[config.mk]
export PLATFORM = sky130hd
export DESIGN_NAME = mandelbrot_counter_bank
export DESIGN_NICKNAME = d
export VERILOG_FILES = /design/src/rtl/mandelbrot_counter_pkg.sv /design/src/rtl/mandelbrot_counter_lane.sv /design/src/rtl/mandelbrot_counter_bank.sv
export SDC_FILE = /design/constraint.sdc
export NUM_CORES = 1
export LEC_CHECK = 0
export CORE_MARGIN = 3
export CORE_UTILIZATION = 51
export DETAILED_ROUTE_END_ITERATION = 10
export PLACE_DENSITY = 0.82
export SLEW_MARGIN = 20
export SYNTH_ARGS = -nofsm -noshare
export SYNTH_HDL_FRONTEND = slang
export SYNTH_SLANG_ARGS = --single-unit
[constraint.sdc]
create_clock -name clk -period 4.2 [get_ports clk]
set_input_delay 0.63 -clock clk [delete_from_list [all_inputs] [get_ports clk]]
set_output_delay 0.63 -clock clk [all_outputs]
set_load 0.05 [all_outputs]
[src/rtl/mandelbrot_counter_pkg.sv]
// mandelbrot_counter_pkg: mode selectors and legal parameter ranges for the counter bank
package mandelbrot_counter_pkg;
    localparam int MODE_WRAP      = 0;
    localparam int MODE_SATURATE  = 1;
    localparam int WIDTH_MIN      = 2;
    localparam int WIDTH_MAX      = 32;
    localparam int CHANNELS_MIN   = 1;
    localparam int CHANNELS_MAX   = 16;
    localparam int STEP_WIDTH_MIN = 1;
endpackage

[src/rtl/mandelbrot_counter_lane.sv]
// mandelbrot_counter_lane: one up/down counter channel with load, wrap or clamp, flags and overflow pulse
module mandelbrot_counter_lane
    import mandelbrot_counter_pkg::*;
#(
    parameter int                 C_WIDTH      = 8,
    parameter int                 C_STEP_WIDTH = 4,
    parameter int                 C_SATURATE   = MODE_WRAP,
    parameter logic [C_WIDTH-1:0] C_INIT       = '0
) (
    input  logic                    clk,
    input  logic                    rst,
    input  logic                    clken,
    input  logic                    load,
    input  logic                    incr,
    input  logic                    decr,
    input  logic [C_STEP_WIDTH-1:0] step,
    input  logic [C_WIDTH-1:0]      load_value,
    output logic [C_WIDTH-1:0]      count,
    output logic                    is_zero,
    output logic                    is_max,
    output logic                    ovf,
    output logic                    zero_d
);
    localparam bit SAT = C_SATURATE == MODE_SATURATE;
    logic [C_WIDTH-1:0] count_q = C_INIT;
    logic               zero_q  = C_INIT == '0;
    logic               max_q   = &C_INIT;
    logic               ovf_q   = 1'b0;
    logic [C_WIDTH:0]   st, sum, diff;
    logic [C_WIDTH-1:0] move, cnt_d;
    logic               up, dn, carry, borrow, ovf_d;
    always_comb begin
        st     = (C_WIDTH+1)'(step);
        sum    = {1'b0, count_q} + st;
        diff   = {1'b0, count_q} - st;
        up     = incr & ~decr;
        dn     = decr & ~incr;
        carry  = up & sum[C_WIDTH];
        borrow = dn & diff[C_WIDTH];
        move   = up ? ((carry && SAT) ? {C_WIDTH{1'b1}} : sum[C_WIDTH-1:0])
               : dn ? ((borrow && SAT) ? {C_WIDTH{1'b0}} : diff[C_WIDTH-1:0])
               : count_q;
        cnt_d  = rst ? C_INIT : !clken ? count_q : load ? load_value : move;
        ovf_d  = !rst && clken && !load && (carry || borrow);
        zero_d = cnt_d == '0;
    end
    // flags derive from the value being written, so they never lag the count
    always_ff @(posedge clk) begin
        count_q <= cnt_d;
        zero_q  <= zero_d;
        max_q   <= &cnt_d;
        ovf_q   <= ovf_d;
    end
    assign count   = count_q;
    assign is_zero = zero_q;
    assign is_max  = max_q;
    assign ovf     = ovf_q;
endmodule

[src/rtl/mandelbrot_counter_bank.sv]
// mandelbrot_counter_bank: bank of independent load/step counters with zero, max and overflow flags
module mandelbrot_counter_bank
    import mandelbrot_counter_pkg::*;
#(
    parameter int                 C_WIDTH      = 8,
    parameter int                 C_CHANNELS   = 4,
    parameter int                 C_STEP_WIDTH = 4,
    parameter int                 C_SATURATE   = MODE_WRAP,
    parameter logic [C_WIDTH-1:0] C_INIT       = '0
) (
    input  logic                               clk,
    input  logic                               rst,
    input  logic                               clken,
    input  logic [C_CHANNELS-1:0]              load,
    input  logic [C_CHANNELS-1:0]              incr,
    input  logic [C_CHANNELS-1:0]              decr,
    input  logic [C_CHANNELS*C_STEP_WIDTH-1:0] step,
    input  logic [C_CHANNELS*C_WIDTH-1:0]      load_value,
    output logic [C_CHANNELS*C_WIDTH-1:0]      count,
    output logic [C_CHANNELS-1:0]              is_zero,
    output logic [C_CHANNELS-1:0]              is_max,
    output logic [C_CHANNELS-1:0]              ovf,
    output logic                               any_zero
);
    if (C_WIDTH < WIDTH_MIN || C_WIDTH > WIDTH_MAX || C_CHANNELS < CHANNELS_MIN ||
        C_CHANNELS > CHANNELS_MAX || C_STEP_WIDTH < STEP_WIDTH_MIN || C_STEP_WIDTH > C_WIDTH ||
        (C_SATURATE != MODE_WRAP && C_SATURATE != MODE_SATURATE)) begin : g_bad_params
        $error("mandelbrot_counter_bank: parameter out of range");
    end
    logic [C_CHANNELS-1:0] zero_d;
    logic                  any_zero_q = C_INIT == '0;
    for (genvar i = 0; i < C_CHANNELS; i++) begin : g_lane
        mandelbrot_counter_lane #(
            .C_WIDTH(C_WIDTH), .C_STEP_WIDTH(C_STEP_WIDTH), .C_SATURATE(C_SATURATE), .C_INIT(C_INIT)
        ) u_lane (
            .clk(clk), .rst(rst), .clken(clken),
            .load(load[i]), .incr(incr[i]), .decr(decr[i]),
            .step(step[i*C_STEP_WIDTH +: C_STEP_WIDTH]),
            .load_value(load_value[i*C_WIDTH +: C_WIDTH]),
            .count(count[i*C_WIDTH +: C_WIDTH]),
            .is_zero(is_zero[i]), .is_max(is_max[i]), .ovf(ovf[i]), .zero_d(zero_d[i])
        );
    end
    // built from the lanes' next-zero terms so it lands in the same cycle as is_zero
    always_ff @(posedge clk) any_zero_q <= |zero_d;
    assign any_zero = any_zero_q;
endmodule

==> Word level (Yosys, flattened, before mapping) <==
Index checks and enable logic that the tools add are counted.
{ "totals": {"reg_bits": 45, "latchBits": 0, "ramBits": 0, "romBits": 0, "in_bits": 63, "output_inout_bits": 45, "word_cells": 96, "mem_count": 0} }
{ "op_classes": {"n_addsub": 8, "n_mul": 0, "div_mod_pow": 0, "order_cmp": 0, "eq_ne": 0, "shifts": 0, "n_mux": 20, "bitwise": 24, "n_reduce_logical": 27} }
{ "op_table": {"columns": ["cell", "count"], "rows": [
  ["$mux 8", 20],
  ["$add 8x4->9", 4],
  ["$sub 8x4->9", 4],
  ["$logic_not 8->1", 4],
  ["$reduce_and 8->1", 4],
  ["$and 1x1->1", 16],
  ["$logic_and 1x1->1", 9],
  ["$not 1->1", 8],
  ["$logic_not 1->1", 5],
  ["$logic_or 1x1->1", 4],
  ["$reduce_or 4->1", 1]
]} }

==> Longest topological paths before layout <==
{ "logic_depth": {"word_depth": 9, "ltp_mapped": 11, "depth_no_buf": 11} }

==> By module <==
From an unflattened synthesis, not the netlist that was laid out.
{ "unflattened": {"hier_cells": 558, "area_unflattened_um2": 4460.5} }
{ "modules_own_cells": {"columns": ["module", "n_inst", "cells_per_inst", "area_each_um2", "seq_area_each_um2"], "rows": [
  ["mandelbrot_counter_lane (g_lane[1].u_lane ...)", 2, 139, 1123.6, 220.2],
  ["mandelbrot_counter_lane (g_lane[0].u_lane)", 1, 144, 1112.3, 220.2],
  ["mandelbrot_counter_lane (g_lane[3].u_lane)", 1, 134, 1073.5, 220.2],
  ["mandelbrot_counter_bank", 1, 2, 27.5, 20.0]
]} }

==> Least setup slack after synthesis <==
OpenSTA, ideal clock, no wires.
{ "synth_path": {"kind": "input-to-reg", "start": "input step[12]", "end": "register any_zero_q, in the netlist any_zero", "setup_time_ns": 0.082, "arrival_time_ns": 3.279, "required_ns": 4.118, "setup_slack_ns": 0.839, "path_stages": 9, "n_path_buf": 0, "cell_sequence": "ha_1 > fa_1 > nor3b_1 > a211o_1 > a32oi_1 > mux2_4 > or4_1 > or4b_1 > o2111ai_1"} }
{ "synth_between": {"elab_chain_len": 8, "word_cells_on_any_way": 9, "classes_between": "2 x add/sub; 5 x mux; 2 x reduce/logical"} }
{ "synth_rtl": {"columns": ["element", "line_no", "source"], "rows": [
  ["start: declaration", "mandelbrot_counter_bank.sv:17", "input logic [C_CHANNELS*C_STEP_WIDTH-1:0] step,"],
  ["$sub 8x4->9", "mandelbrot_counter_lane.sv:35", "diff = {1'b0, count_q} - st;"],
  ["$mux 8", "mandelbrot_counter_lane.sv:41", ": dn ? ((borrow && SAT) ? {C_WIDTH{1'b0}} : diff[C_WIDTH-1:0])"],
  ["$mux 8 (*)", "mandelbrot_counter_lane.sv:40", "move = up ? ((carry && SAT) ? {C_WIDTH{1'b1}} : sum[C_WIDTH-1:0])"],
  ["$mux 8 (*) (3 in a row)", "mandelbrot_counter_lane.sv:43", "cnt_d = rst ? C_INIT : !clken ? count_q : load ? load_value : move;"],
  ["$logic_not 8->1 (*)", "mandelbrot_counter_lane.sv:45", "zero_d = cnt_d == '0;"],
  ["$reduce_or 4->1 (*)", "mandelbrot_counter_bank.sv:45", "always_ff @(posedge clk) any_zero_q <= |zero_d;"],
  ["end signal: assignment", "mandelbrot_counter_bank.sv:45", null],
  ["end: declaration", "mandelbrot_counter_bank.sv:31", "logic any_zero_q = C_INIT == '0;"]
]} }
Mark *: on every way between the ends. The rest lies on a longest branch, timed or not.

==> Final worst setup path <==
Same ends and word-level chain as after synthesis.

==> metrics.cfg <==
[outcome]
status=completed

[detailed_routing]
wl_mm=12.3
ant_nets=0
via_per_inst=6.06
routedWlPerCell_um=16.8
drt_iter0_drc=236
post-route-drc-count=0
vias=4445
drt_first_pass_iters=5

[layout]
fill_cells=673
fin_util_pct=69.1
finish.net_count=737
drive_above_1_share_pct=4.60
antenna_cells=0
area_growth_pct=27.2

[sta]
skew_ps=5.57
max_slew_margin_pct=42.2
rsz0062_at_grt=no
setup_tns_ps=0
hold_viol_final=0
fin_crit_ps=3760
fmax_mhz=266
slew_violations=0
finalCritPeriodShare_pct=89.6
finalSetupViolCount=0
worstMarginPinSlew_ps=866

[synthesis]
ys_seq_area_share_pct=20.8
netlist.area_leader.share_pct=20.8
synth.distinct_cells=69
synthTopCellsByArea=dfxtp_1, ha_1, inv_1
synth_fp_nets=655
synthAdderAreaFrac_pct=14.1
synth_xor_area_share_pct=2.02
post_synth.cell_area_avg_um2=7.90
synth_top_area_cell=dfxtp_1
synth_flop_cell=dfxtp_1
ys_ff_latch=45
synth-compound-area-share_pct=23.2
yosysWarnings=0
synth_area_mm2=0.00433
synth_mux_area_share_pct=2.49
synth_cells=548
synth_top_family_by_area=simple AND/OR/NAND/NOR gates
ys_async_sr_fraction_pct=0
synth-simple-area-share_pct=28.5
synth_edf_count=0

[floorplan]
boundaryPins=108
num_rows=32
dieArea_mm2=0.00963
die_w_um=98.1
initial_utilization_pct=54.3
core_mm2=0.00797
die_h_um=98.1

[min_path]
hold-path-cell-count=2
hp-start=g_lane[1].u_lane.count[0]$_DFF_P_
holdCritPathClass=reg2reg
hold_path_end=g_lane[1].u_lane.count[0]$_DFF_P_

[clocking]
clock-sinks=45
cts-resized-gates=0
htree_levels=2
cts_setup_buffers=0
numCtsBuffers=5
clockRootBuffer=clkbuf_8
clk_pin_slew_ps=80
cts_tree=done
postCtsHoldBufs=0
clk_path_buf_depth=2
insertion_delay_ps=290

[worst_setup_path]
cp-end-kind=flip-flop
slowest_stage=or4b_1
required_ps=4410
critPathKind=in2reg
crit_arrival_ps=3980
start_kind=input pin
critPathMaxStageDelay_ps=540
rrSetupSlack_ps=920
rr_worst_depth=9
r2r_end=any_zero$_DFF_P_
path_max_fanout=4
worstReg2RegStart=g_lane[3].u_lane.count[0]$_DFF_P_
cp_top_family=simple AND/OR/NAND/NOR gates
worstPathCellList=clkdlybuf4s50_1 > ha_1 > fa_1 > nor3b_1 > a211o_1 > a32oi_1 > mux2_4 > or4_1 > or4b_1 > o2111ai_1
worst-path-buf-inv=1

[global_route]
grt_pass1_vias=4177
grt_first_pass_wirelength_mm=20.3
grt_usage_pct=24.8
overflow=0
grt_max_degree=23
antenna_found_initial=0

[placed_design]
port_buffers=107
routabilityCongestion=0.959
hpwl_mm=9.80

[pwr]
p_leak_nw=2.32
vdd_drop_max_mv=0.172
power_density_mw_per_mm2=279

[run]
maxCapViolCount=0

final cells by class:
cell class	count	area, um^2	share of cell area (%)
clock buffer	6	82.6	1.50
clock inverter	2	37.5	0.682
inverter	49	184	3.34
multi-input combinational	414	3040	55.3
sequential	45	901	16.4
tap	102	128	2.32
timing repair buffer	115	1130	20.5
metrics by stage:
step | cell area, um^2 | hold WS, ps | instances | power (mW) | setup slack (ps)
after global routing | 5510 | 619 | 733 | 1.62 | 344
after floorplan | 4330 | 729 | 548 | 0.971 | 839
after global placement | 5390 | 548 | 725 | 1.18 | 244
after detailed placement | 5390 | 577 | 725 | 1.20 | 159
after CTS | 5510 | 589 | 733 | 1.54 | 460
final | 5510 | 585 | 733 | 1.53 | 435
power by group:
group          switching [mW]  total (mW)  internal [mW]
combinational           0.396       0.674          0.278
clock                   0.147       0.341          0.194
sequential             0.0531       0.520          0.467
total                   0.596        1.53          0.938
cells in the final DEF, fill, tap and decap left out, types with 5 or more instances in the layout:
cell               n
a32oi_1            8
nor2_1            25
o21a_1             7
ha_1              36
nand4_1            5
mux2i_1            7
a211oi_1           7
nand3b_1           6
o311ai_0           5
inv_1             49
a21oi_1           19
xor2_1             8
a31oi_1           11
dfxtp_1           45
nand3_1           17
o211ai_1           6
or4_1              7
nor2b_1           23
o21ai_0           14
buf_4              8
a211o_1            8
clkdlybuf4s50_1  107
or3_1              7
a221oi_1           7
fa_1               8
nand2_1           36
nor3b_1           13
nand2b_1          13
nor3_1            28
or4b_1             6
clkbuf_8           6
sequential cells by signal, summed over array words and instances (netlist names):
name,count
g_lane.u_lane.is_max,4
g_lane.u_lane.count,32
any_zero,1
g_lane.u_lane.ovf,4
g_lane.u_lane.is_zero,4
cells in the mapped netlist (5+ instances only):
library cell / instances
a31oi_1: 11
nand3b_1: 6
buf_4: 12
o211ai_1: 6
nor2_1: 25
o21a_1: 7
nor3_1: 28
xor2_1: 8
a211o_1: 8
o311ai_0: 5
o21ai_0: 14
inv_1: 49
nand3_1: 17
nor3b_1: 13
a221oi_1: 7
or4b_1: 6
clkbuf_1: 23
a211oi_1: 7
nand4_1: 5
a32oi_1: 8
ha_1: 36
nand2_1: 36
dfxtp_1: 45
nand2b_1: 13
or3_1: 7
nor2b_1: 23
a21oi_1: 19
fa_1: 8
or4_1: 7
mux2i_1: 7
tightest hold or removal path: cells and delay by family (launching register included):
family | cells | cell delay, ps
flops | 1 | 350
simple gates | 1 | 110
compound gates | 1 | 80
worst max path at each step:
stage                   from          endpoint  slack, ps  cells past startpoint
floorplan           step[12]  any_zero$_DFF_P_        840                      9
global placement    step[12]  any_zero$_DFF_P_        240                     10
detailed placement  step[12]  any_zero$_DFF_P_        160                     10
CTS                 step[12]  any_zero$_DFF_P_        460                     10
global route        step[12]  any_zero$_DFF_P_        340                     10
finish              step[12]  any_zero$_DFF_P_        440                     10
cell families (layout without fill, tap and decap cells):
family                     count (synthesis)  after routing
xor gates and xnor gates                  10             10
AOI/OAI and AO/OA                        135            135
and+or+nand+nor                          215            215
muxes                                     10             10
buffers and inverters                     89            172
DFF                                       45             45
adders and majority gates                 44             44
per-layer routing:
layer / global-route usage, % / up-vias / routed length [um]
met3: 4.64 / 19 / 809
met4: 5.15 / 0 / 185
met1: 33.7 / 2080 / 5460
met2: 41.3 / 176 / 5860
met5: 0 / - / 0
li1: - / 2170 / -
(Power assumes the default switching activity.)
